File: config.mk
export PLATFORM = sky130hd
export DESIGN_NAME = line_seg_sequencer_flat
export DESIGN_NICKNAME = d
export VERILOG_FILES = /design/src/rtl/line_seg_sequencer_if.sv /design/src/rtl/line_seg_sequencer.sv /design/src/flat_wrapper.sv
export SDC_FILE = /design/constraint.sdc
export NUM_CORES = 1
export LEC_CHECK = 0
export ABC_AREA = 1
export CAP_MARGIN = 20
export CORE_MARGIN = 2
export CORE_UTILIZATION = 33
export DETAILED_ROUTE_END_ITERATION = 8
export PLACE_DENSITY = 0.47
export SYNTH_ARGS = -nofsm -noshare
export SYNTH_HDL_FRONTEND = slang
export SYNTH_SLANG_ARGS = --single-unit
File: constraint.sdc
create_clock -name pulse_clk -period 3.8 [get_ports pulse_clk]
set_clock_uncertainty 0.1 [all_clocks]
set_input_delay 0.38 -clock pulse_clk [delete_from_list [all_inputs] [get_ports pulse_clk]]
set_output_delay 0.38 -clock pulse_clk [all_outputs]
set_load 0.02 [all_outputs]
File: src/rtl/line_seg_sequencer_if.sv
// Command handshake between the host/decoder and the segment sequencer.
// Targets are absolute signed points; abort flushes the queue.
interface line_seg_sequencer_if #(
  parameter int W = 16
) ();
  logic                cmd_valid;
  logic                cmd_ready;
  logic signed [W-1:0] cmd_x;
  logic signed [W-1:0] cmd_y;
  logic                abort;

  modport master (
    output cmd_valid, cmd_x, cmd_y, abort,
    input  cmd_ready
  );

  modport slave (
    input  cmd_valid, cmd_x, cmd_y, abort,
    output cmd_ready
  );
endinterface

File: src/rtl/line_seg_sequencer.sv
// Segment scheduler: queues absolute targets, launches the line
// interpolator once per segment and integrates its steps into position.
module line_seg_sequencer #(
  parameter int W       = 16,
  parameter int DEPTH   = 4,
  parameter int TIMEOUT = 140000
) (
  input  logic                pulse_clk,
  input  logic                sys_rst_l,
  line_seg_sequencer_if.slave cmd,
  output logic signed [W-1:0] Xe,
  output logic signed [W-1:0] Ye,
  output logic                change_readyH,
  input  logic                X_acc,
  input  logic                Y_acc,
  input  logic                X_dec,
  input  logic                Y_dec,
  input  logic                draw_overH,
  output logic signed [W-1:0] pos_x,
  output logic signed [W-1:0] pos_y,
  output logic                busy,
  output logic                seg_done,
  output logic                err_range,
  output logic                err_timeout
);
  localparam int AW = $clog2(DEPTH);
  localparam int CW = AW + 1;
  localparam int TW = $clog2(TIMEOUT + 1);

  typedef enum logic [2:0] {
    S_IDLE, S_LOAD, S_ISSUE, S_WAIT, S_DONE
  } state_t;

  state_t state_q, state_d;

  logic [2*W-1:0]      mem [DEPTH];
  logic [AW-1:0]       wptr, rptr;
  logic [CW-1:0]       count;
  logic [TW-1:0]       wd;
  logic                ready_en;
  logic                push, pop, flush;
  logic                wd_hit, launch, seg_set, rng_set;
  logic signed [W-1:0] head_x, head_y;
  logic signed [W:0]   dx, dy;
  logic                ovf, zero;
  logic [W-1:0]        step_x, step_y;

  assign head_x = mem[rptr][2*W-1:W];
  assign head_y = mem[rptr][W-1:0];

  // One extra bit so the subtraction itself never wraps
  assign dx = {head_x[W-1], head_x} - {pos_x[W-1], pos_x};
  assign dy = {head_y[W-1], head_y} - {pos_y[W-1], pos_y};
  assign ovf  = (dx[W] ^ dx[W-1]) | (dy[W] ^ dy[W-1]);
  assign zero = (dx == '0) && (dy == '0);

  assign cmd.cmd_ready = ready_en
                       & (count != CW'(DEPTH))
                       & ~cmd.abort;

  assign push  = cmd.cmd_valid & cmd.cmd_ready & ~wd_hit;
  assign pop   = (state_q == S_LOAD);
  assign flush = cmd.abort | wd_hit;

  assign change_readyH = (state_q == S_ISSUE);
  assign busy = (state_q != S_IDLE) || (count != '0);

  always_comb begin
    state_d = state_q;
    wd_hit  = 1'b0;
    launch  = 1'b0;
    seg_set = 1'b0;
    rng_set = 1'b0;
    unique case (state_q)
      S_IDLE: begin
        if (count != '0 && !cmd.abort) state_d = S_LOAD;
      end
      S_LOAD: begin
        state_d = S_IDLE;
        if (!cmd.abort) begin
          if (ovf) begin
            rng_set = 1'b1;
            seg_set = 1'b1;
          end else if (zero) begin
            seg_set = 1'b1;
          end else begin
            launch  = 1'b1;
            state_d = S_ISSUE;
          end
        end
      end
      S_ISSUE: state_d = S_WAIT;
      S_WAIT: begin
        if (draw_overH) begin
          seg_set = 1'b1;
          state_d = S_DONE;
        end else if (wd == TW'(TIMEOUT - 1)) begin
          wd_hit  = 1'b1;
          state_d = S_IDLE;
        end
      end
      S_DONE:  state_d = S_IDLE;
      default: state_d = S_IDLE;
    endcase
  end

  always_comb begin
    step_x = '0;
    unique case (1'b1)
      X_acc & ~X_dec: step_x = W'(1);
      X_dec & ~X_acc: step_x = '1;
      default:        step_x = '0;
    endcase
  end

  always_comb begin
    step_y = '0;
    unique case (1'b1)
      Y_acc & ~Y_dec: step_y = W'(1);
      Y_dec & ~Y_acc: step_y = '1;
      default:        step_y = '0;
    endcase
  end

  always_ff @(posedge pulse_clk or negedge sys_rst_l) begin
    if (!sys_rst_l) begin
      state_q <= S_IDLE;
    end else begin
      state_q <= state_d;
    end
  end

  always_ff @(posedge pulse_clk or negedge sys_rst_l) begin
    if (!sys_rst_l) begin
      for (int i = 0; i < DEPTH; i++) mem[i] <= '0;
      wptr     <= '0;
      rptr     <= '0;
      count    <= '0;
      ready_en <= 1'b0;
    end else begin
      ready_en <= 1'b1;
      if (flush) begin
        rptr  <= wptr;
        count <= '0;
      end else begin
        if (push) begin
          mem[wptr] <= {cmd.cmd_x, cmd.cmd_y};
          wptr      <= wptr + AW'(1);
        end
        if (pop) rptr <= rptr + AW'(1);
        count <= count + CW'(push) - CW'(pop);
      end
    end
  end

  always_ff @(posedge pulse_clk or negedge sys_rst_l) begin
    if (!sys_rst_l) begin
      Xe          <= '0;
      Ye          <= '0;
      pos_x       <= '0;
      pos_y       <= '0;
      wd          <= '0;
      seg_done    <= 1'b0;
      err_range   <= 1'b0;
      err_timeout <= 1'b0;
    end else begin
      pos_x       <= pos_x + step_x;
      pos_y       <= pos_y + step_y;
      seg_done    <= seg_set;
      err_range   <= err_range | rng_set;
      err_timeout <= err_timeout | wd_hit;
      if (launch) begin
        Xe <= dx[W-1:0];
        Ye <= dy[W-1:0];
      end
      if (state_q == S_ISSUE) begin
        wd <= '0;
      end else if (state_q == S_WAIT) begin
        wd <= wd + TW'(1);
      end
    end
  end
endmodule

File: src/flat_wrapper.sv
// flat-port wrapper written by rule: the top's interface ports become plain ports
module line_seg_sequencer_flat 
#(
  parameter int W       = 16,
  parameter int DEPTH   = 4,
  parameter int TIMEOUT = 140000
)
  (pulse_clk, sys_rst_l, Xe, Ye, change_readyH, X_acc, Y_acc, X_dec, Y_dec, draw_overH, pos_x, pos_y, busy, seg_done, err_range, err_timeout, cmd_cmd_valid, cmd_cmd_x, cmd_cmd_y, cmd_abort, cmd_cmd_ready);
  line_seg_sequencer_if #(.W(W)) cmd_i ();
  input  logic pulse_clk;
  input  logic sys_rst_l;
  output logic signed [W-1:0] Xe;
  output logic signed [W-1:0] Ye;
  output logic change_readyH;
  input  logic X_acc;
  input  logic Y_acc;
  input  logic X_dec;
  input  logic Y_dec;
  input  logic draw_overH;
  output logic signed [W-1:0] pos_x;
  output logic signed [W-1:0] pos_y;
  output logic busy;
  output logic seg_done;
  output logic err_range;
  output logic err_timeout;
  input wire logic [$bits(cmd_i.cmd_valid)-1:0] cmd_cmd_valid;
  input wire logic [$bits(cmd_i.cmd_x)-1:0] cmd_cmd_x;
  input wire logic [$bits(cmd_i.cmd_y)-1:0] cmd_cmd_y;
  input wire logic [$bits(cmd_i.abort)-1:0] cmd_abort;
  output wire logic [$bits(cmd_i.cmd_ready)-1:0] cmd_cmd_ready;
  assign cmd_i.cmd_valid = cmd_cmd_valid;
  assign cmd_i.cmd_x = cmd_cmd_x;
  assign cmd_i.cmd_y = cmd_cmd_y;
  assign cmd_i.abort = cmd_abort;
  assign cmd_cmd_ready = cmd_i.cmd_ready;
  line_seg_sequencer #(.W(W), .DEPTH(DEPTH), .TIMEOUT(TIMEOUT)) u_core (.pulse_clk(pulse_clk), .sys_rst_l(sys_rst_l), .cmd(cmd_i), .Xe(Xe), .Ye(Ye), .change_readyH(change_readyH), .X_acc(X_acc), .Y_acc(Y_acc), .X_dec(X_dec), .Y_dec(Y_dec), .draw_overH(draw_overH), .pos_x(pos_x), .pos_y(pos_y), .busy(busy), .seg_done(seg_done), .err_range(err_range), .err_timeout(err_timeout));
endmodule
Word level (Yosys, flattened, before mapping)
Index checks and enable logic that the tools add are counted.
{ "totals": {"regBits": 224, "inputBits": 41, "out_inout_bits": 70, "wordCells": 108} }
{ "classes": {"addsub": 9, "n_lt_le_gt_ge": 3, "n_eq_ne": 7, "mux": 35, "n_bitwise": 23, "n_reduce_logical": 14} }
{ "ops": {"columns": ["operator", "n"], "rows": [
  ["128-bit bitwise mux", 1],
  ["32-bit two-way mux", 3],
  ["32-bit binary-select mux with 2-bit select", 1],
  ["32-bit demux with 2-bit select", 1],
  ["16-bit case mux with 2 select lines", 2],
  ["18-bit two-way mux", 2],
  ["17-bit zero test", 2],
  ["16-bit by 16-bit subtractor with 17-bit output", 2],
  ["16-bit adder", 2],
  ["18-bit by 1-bit adder with 18-bit output, second input constant", 1],
  ["18-bit == test, second input constant", 1],
  ["3-bit two-way mux", 6],
  ["1-bit two-way mux", 14],
  ["3-bit case mux with 4 select lines", 1],
  ["1-bit bitwise AND", 8],
  ["1-bit NOT", 7],
  ["3-bit by 2-bit == test with 1-bit output, second input constant", 2],
  ["3-bit greater-or-equal comparator, second input constant", 2],
  ["2-bit two-way mux", 3],
  ["2-bit NOT with 3-bit output", 2],
  ["3-bit nonzero test", 2],
  ["2-bit by 1-bit adder with 2-bit output, second input constant", 2],
  ["1-bit bitwise OR", 4],
  ["2-bit AND reduction", 2],
  ["14 further kinds", 18]
]} }

Longest topological paths before layout
{ "logic_depth": {"ltp_word": 11, "ltp_mapped": 25, "depth_no_buf": 22} }

Worst setup path before layout
No wires, ideal clock.
{ "synth_timing": {"kind": "register to register", "from": "register u_core.rptr[0]", "to": "register u_core.Ye[10]", "setup_ns": 0.117, "arrival_ns": 3.183, "slack_ns": 0.400, "stages_incl_launch_ff": 23, "synth_period_minus_slack_ns": 3.400, "path_cell_list": "dfrtp_1 > clkbuf_1 > clkbuf_1 > clkbuf_1 > a21oi_1 > a21oi_1 > ha_1 > inv_1 > fa_1 > nand3_1 > nand3_1 > nand2_1 > nand2_1 > nand2_1 > nand2_1 > nand2_1 > nand2_1 > xor2_1 > nor2_4 > nand3_4 > buf_6 > nand2_1 > nand2_1"} }
{ "synth_between": {"elab_chain_len": 11, "word_cells_on_any_way": 16, "cone_classes": "add/sub (2); mux (7); bitwise (4); reduce/logical (3)"} }
{ "synth_lines": {"columns": ["element", "line_no", "text"], "rows": [
  ["start: declaration", "line_seg_sequencer.sv:37", "logic [AW-1:0] wptr, rptr;"],
  ["start signal: assignment", "line_seg_sequencer.sv:143", "rptr <= wptr;"],
  ["start signal: assignment", "line_seg_sequencer.sv:150", "if (pop) rptr <= rptr + AW'(1);"],
  ["2-bit NOT with 3-bit output (not written as such) *", "line_seg_sequencer.sv:48, line_seg_sequencer.sv:49", null],
  ["32-bit binary-select mux with 2-bit select *", "line_seg_sequencer.sv:48, line_seg_sequencer.sv:49", null],
  ["32-bit two-way mux (not written as such) * (2 in a row)", "line_seg_sequencer.sv:48", "assign head_x = mem[rptr][2*W-1:W];"],
  ["16-bit by 16-bit subtractor with 17-bit output (on tied branches)", "line_seg_sequencer.sv:52, line_seg_sequencer.sv:53", null],
  ["17-bit zero test", "line_seg_sequencer.sv:55", "assign zero = (dx == '0) && (dy == '0);"],
  ["1-bit logical AND", "line_seg_sequencer.sv:55", null],
  ["1-bit two-way mux", "line_seg_sequencer.sv:84", "end else if (zero) begin"],
  ["1-bit two-way mux", "line_seg_sequencer.sv:81", "if (ovf) begin"],
  ["1-bit two-way mux", "line_seg_sequencer.sv:80", "if (!cmd.abort) begin"],
  ["1-bit two-way mux", "line_seg_sequencer.sv:74", "unique case (state_q)"],
  ["end signal: assignment", "line_seg_sequencer.sv:174", "Ye <= dy[W-1:0];"],
  ["end: declaration", "line_seg_sequencer.sv:12", "output logic signed [W-1:0] Ye,"]
]} }
Every way passes the cells marked *; elsewhere a longest branch is shown, timed or not. The select of a mux whose other input is x is not followed.
A chain may end at the register's enable or synchronous reset.

Worst setup path in the final report
{ "layout_timing": {"from": "register u_core.rptr[1]", "to": "register u_core.Ye[1]"} }
The elaborated chain is that of the path after synthesis.

==> impl_metrics.ini <==
[worst_setup_path]
required_arrival_time_at_the_worst_endpoint_ns = 4.15
path_max_fanout = 33
critPathMostFrequentCell = sky130_fd_sc_hd__nand2_1
cp_slowest_cell = sky130_fd_sc_hd__dfrtp_1
cp_cell_sequence = inv_1 > buf_12 > o21ai_0 > o22ai_1 > ha_1 > nand2_1 > inv_1 > a21oi_1 > nand2_1 > nand2_1 > nand2_1 > nand2_1 > nand2_1 > nor2_1 > nand2_1 > nor2_1 > nand2_4 > buf_6 > nand4_1 > nand2_1
critPathLaunchType = register
worst-endpoint-arrival_ns = 3.90
timing.critical_path.slowest_cell_delay_ns = 0.43
timing_worst_setup_path_type = reg -> reg
endpoint_kind = register

[clocking]
root_buffer = sky130_fd_sc_hd__clkbuf_16
cts.clk_slew.worst_paths_ns = 0.06
clockBufferDepth = 3
h-tree-depth = 1
tritoncts = built
clock-sinks = 224
number_of_buffers_created_by_cts = 27
worstSkewPairLatency_ns = 0.57

[placed_design]
placement.io_buffers = 110
global_placement_routability_congestion = 0.8200
detailed_place_hpwl_um = 28420

[sta]
final_min_period_ns = 3.555
timing.final.crit_share = 0.9356
timing_hold_violations_final = 0
worst_pin_slew_ns = 0.9804
finalMaxSlewViolations = 0
timing.max_slew.rel_slack = 0.3457
max_freq_mhz = 281.3
finalSetupViolations = 0

[floorplanning]
num_rows = 73
die_width_um = 204.9
design.die.area_um2 = 41970
ios = 111
start_util = 0.3343
coreArea_um2 = 39820
dieHeight_um = 204.9

[synthesis]
syn-instance-count = 1815
synth.lib_cells_used.distinct = 42
yosys_warnings = 0
ys_ff_latch = 224
dominantRegCellSynth = sky130_fd_sc_hd__dfrtp_1
yosys.cell_count.top_type = sky130_fd_sc_hd__nand2_1
post-synth-top-area-fraction = 0.4210
netlist.top_cell.by_area = sky130_fd_sc_hd__dfrtp_1
synth_enable_flop_cells = 0
combined_area_of_all_synthesized_cells_um2 = 13310
seq_area_frac_synth = 0.4210
netlist_top_cells_area = sky130_fd_sc_hd__dfrtp_1 42%, sky130_fd_sc_hd__nand2_1 17%, sky130_fd_sc_hd__o21ai_0 8.2%
synthesis.area_per_instance_um2 = 7.336
postSynthNetCount = 1932
synthArstFlopShare = 1.000
synth.cells.most_frequent = 599 x sky130_fd_sc_hd__nand2_1, 224 x sky130_fd_sc_hd__dfrtp_1, 217 x sky130_fd_sc_hd__o21ai_0

[global_routing]
antenna_found_initial = 1
global_route_total_usage_across_every_layer = 0.1964
gr-total-overflow = 0
grt_max_degree = 100
first_global_vias = 11540
grt_pass1_wl_um = 65000

[run_status]
outcome = finished, final reports clean

[drt]
drtAntennaViolNets = 0
detail_route.wirelength_um = 41390
drcViolationCount = 0
detailroute.via_count = 12050
initialDrtViolationCount = 693
route.detailed.wl_per_inst_um = 16.77
detail_route.first_pass.iterations = 5
via_density_per_instance = 4.881

[finish]
post-route-util = 0.4077
post_route_cells_drive_above_1_share = 0.05816
num-nets-final = 2040
area_growth_syn_to_layout_pct = 21.95
antenna-diode-count = 0

[worst_hold_path]
min-delay-path-class = in -> reg

[job]
number_of_maximum_capacitance_constraint_violations = 0
-- placed cells by master (no fill, tap or decap), types with 3 or more instances in the layout --
cell type	count
sky130_fd_sc_hd__o22ai_2	7
sky130_fd_sc_hd__a31oi_1	3
sky130_fd_sc_hd__o31ai_1	4
sky130_fd_sc_hd__nand4_1	45
sky130_fd_sc_hd__clkbuf_8	7
sky130_fd_sc_hd__nor2_1	117
sky130_fd_sc_hd__nand3_4	4
sky130_fd_sc_hd__clkbuf_1	6
sky130_fd_sc_hd__o22ai_1	22
sky130_fd_sc_hd__xnor2_1	14
sky130_fd_sc_hd__buf_4	26
sky130_fd_sc_hd__nor2_2	6
sky130_fd_sc_hd__clkinv_2	3
sky130_fd_sc_hd__a21oi_1	61
sky130_fd_sc_hd__bufinv_16	3
sky130_fd_sc_hd__nand2_1	598
sky130_fd_sc_hd__a21boi_0	4
sky130_fd_sc_hd__dfrtp_1	223
sky130_fd_sc_hd__nor3_2	3
sky130_fd_sc_hd__a21oi_2	3
sky130_fd_sc_hd__o21ai_0	216
sky130_fd_sc_hd__buf_12	8
sky130_fd_sc_hd__nand3_1	57
sky130_fd_sc_hd__clkbuf_16	27
sky130_fd_sc_hd__ha_1	70
sky130_fd_sc_hd__nand3b_1	4
sky130_fd_sc_hd__xor2_1	26
sky130_fd_sc_hd__clkdlybuf4s50_1	109
sky130_fd_sc_hd__buf_6	3
sky130_fd_sc_hd__o21bai_1	3
sky130_fd_sc_hd__and2_1	4
sky130_fd_sc_hd__nor3_1	13
sky130_fd_sc_hd__fa_1	4
sky130_fd_sc_hd__inv_1	214
-- metal layers --
metal / track usage / share of wire / vias up
met4: 0.04085 / 0.016 / 0
li1: - / - / 6083
met1: 0.2908 / 0.50 / 5712
met5: 0 / 0 / -
met2: 0.3044 / 0.45 / 206
met3: 0.02689 / 0.036 / 45
-- per-stage QoR --
step | cell area [um^2] | setup TNS [ns] | setup WS (ns) | cells | hold slack (ns)
after floorplan | 13310 | 0 | 0.3997 | 1815 | -0.01559
final | 16240 | 0 | 0.2445 | 2468 | 0.3297
after detailed placement | 15130 | 0 | 0.1484 | 2414 | 0.3526
after global placement | 15130 | 0 | 0.1913 | 2414 | 0.3479
after CTS | 16080 | 0 | 0.1312 | 2464 | 0.3121
after global routing | 16240 | -0.008342 | -0.004789 | 2468 | 0.3398
-- critical path: cells and delay by family (launching register included) --
kind / cells / cell delay [ns]
buffers and inverters: 4 / 0.63
AOI/OAI and AO/OA: 3 / 0.64
DFF: 1 / 0.43
and+or+nand+nor: 12 / 1.23
adders and majority gates: 1 / 0.38
-- final timing paths --
kind,start,cells after the start,slack (ns),end
max,u_core.rptr[1]$_DFFE_PN0P_,20,0.24,u_core.Ye[1]$_DFFE_PN0P_
min,draw_overH,3,0.33,u_core.state_q[2]$_DFFE_PN0P_
max reg2reg,u_core.rptr[1]$_DFFE_PN0P_,20,0.24,u_core.Ye[1]$_DFFE_PN0P_
min reg2reg,u_core.err_timeout$_DFF_PN0_,2,0.36,u_core.err_timeout$_DFF_PN0_
max in group asynchronous,sys_rst_l,3,2.32,u_core.mem[31]$_DFFE_PN0P_
min in group asynchronous,sys_rst_l,2,0.37,u_core.Xe[5]$_DFFE_PN0P_
-- layout make-up --
type | instances | area, um^2
clock inverter | 9 | 140.1
timing repair buffer | 148 | 1505
sequential | 224 | 5607
inverter | 216 | 810.8
clock buffer | 40 | 794.5
multi-input combinational | 1306 | 6723
fill | 4159 | 23590
tap | 525 | 656.9
-- state kept, by name (all words and copies together) (netlist names), 3 cells and up --
register and cells:
u_core.state_q 3, u_core.pos_y 16, u_core.mem 128, u_core.Ye 16, u_core.Xe 16, u_core.count 3
u_core.wd 18, u_core.pos_x 16
-- cell families (layout without fill, tap and decap cells) --
family	count (synthesis)	in the layout	share of synthesized area
AO/OA/AOI/OAI	332	332	0.1316
adder cells (fa/ha/maj)	76	76	0.07424
buffers and inverters	288	413	0.08495
XOR/XNOR	40	40	0.02631
other	1	1	0.0002817
AND/OR/NAND/NOR	854	857	0.2616
flip-flops	224	224	0.4210
-- what timing repair did --
item	in CTS	in global routing
hold endpoints to repair	95	0
gates resized for setup	0	22
hold buffers	1	0
buffers inserted	0	1
setup endpoints to repair	0	34
Power is left out: the tool's default activity adds up to more than one toggle a clock period on the data nets, which glitch-free logic cannot reach.
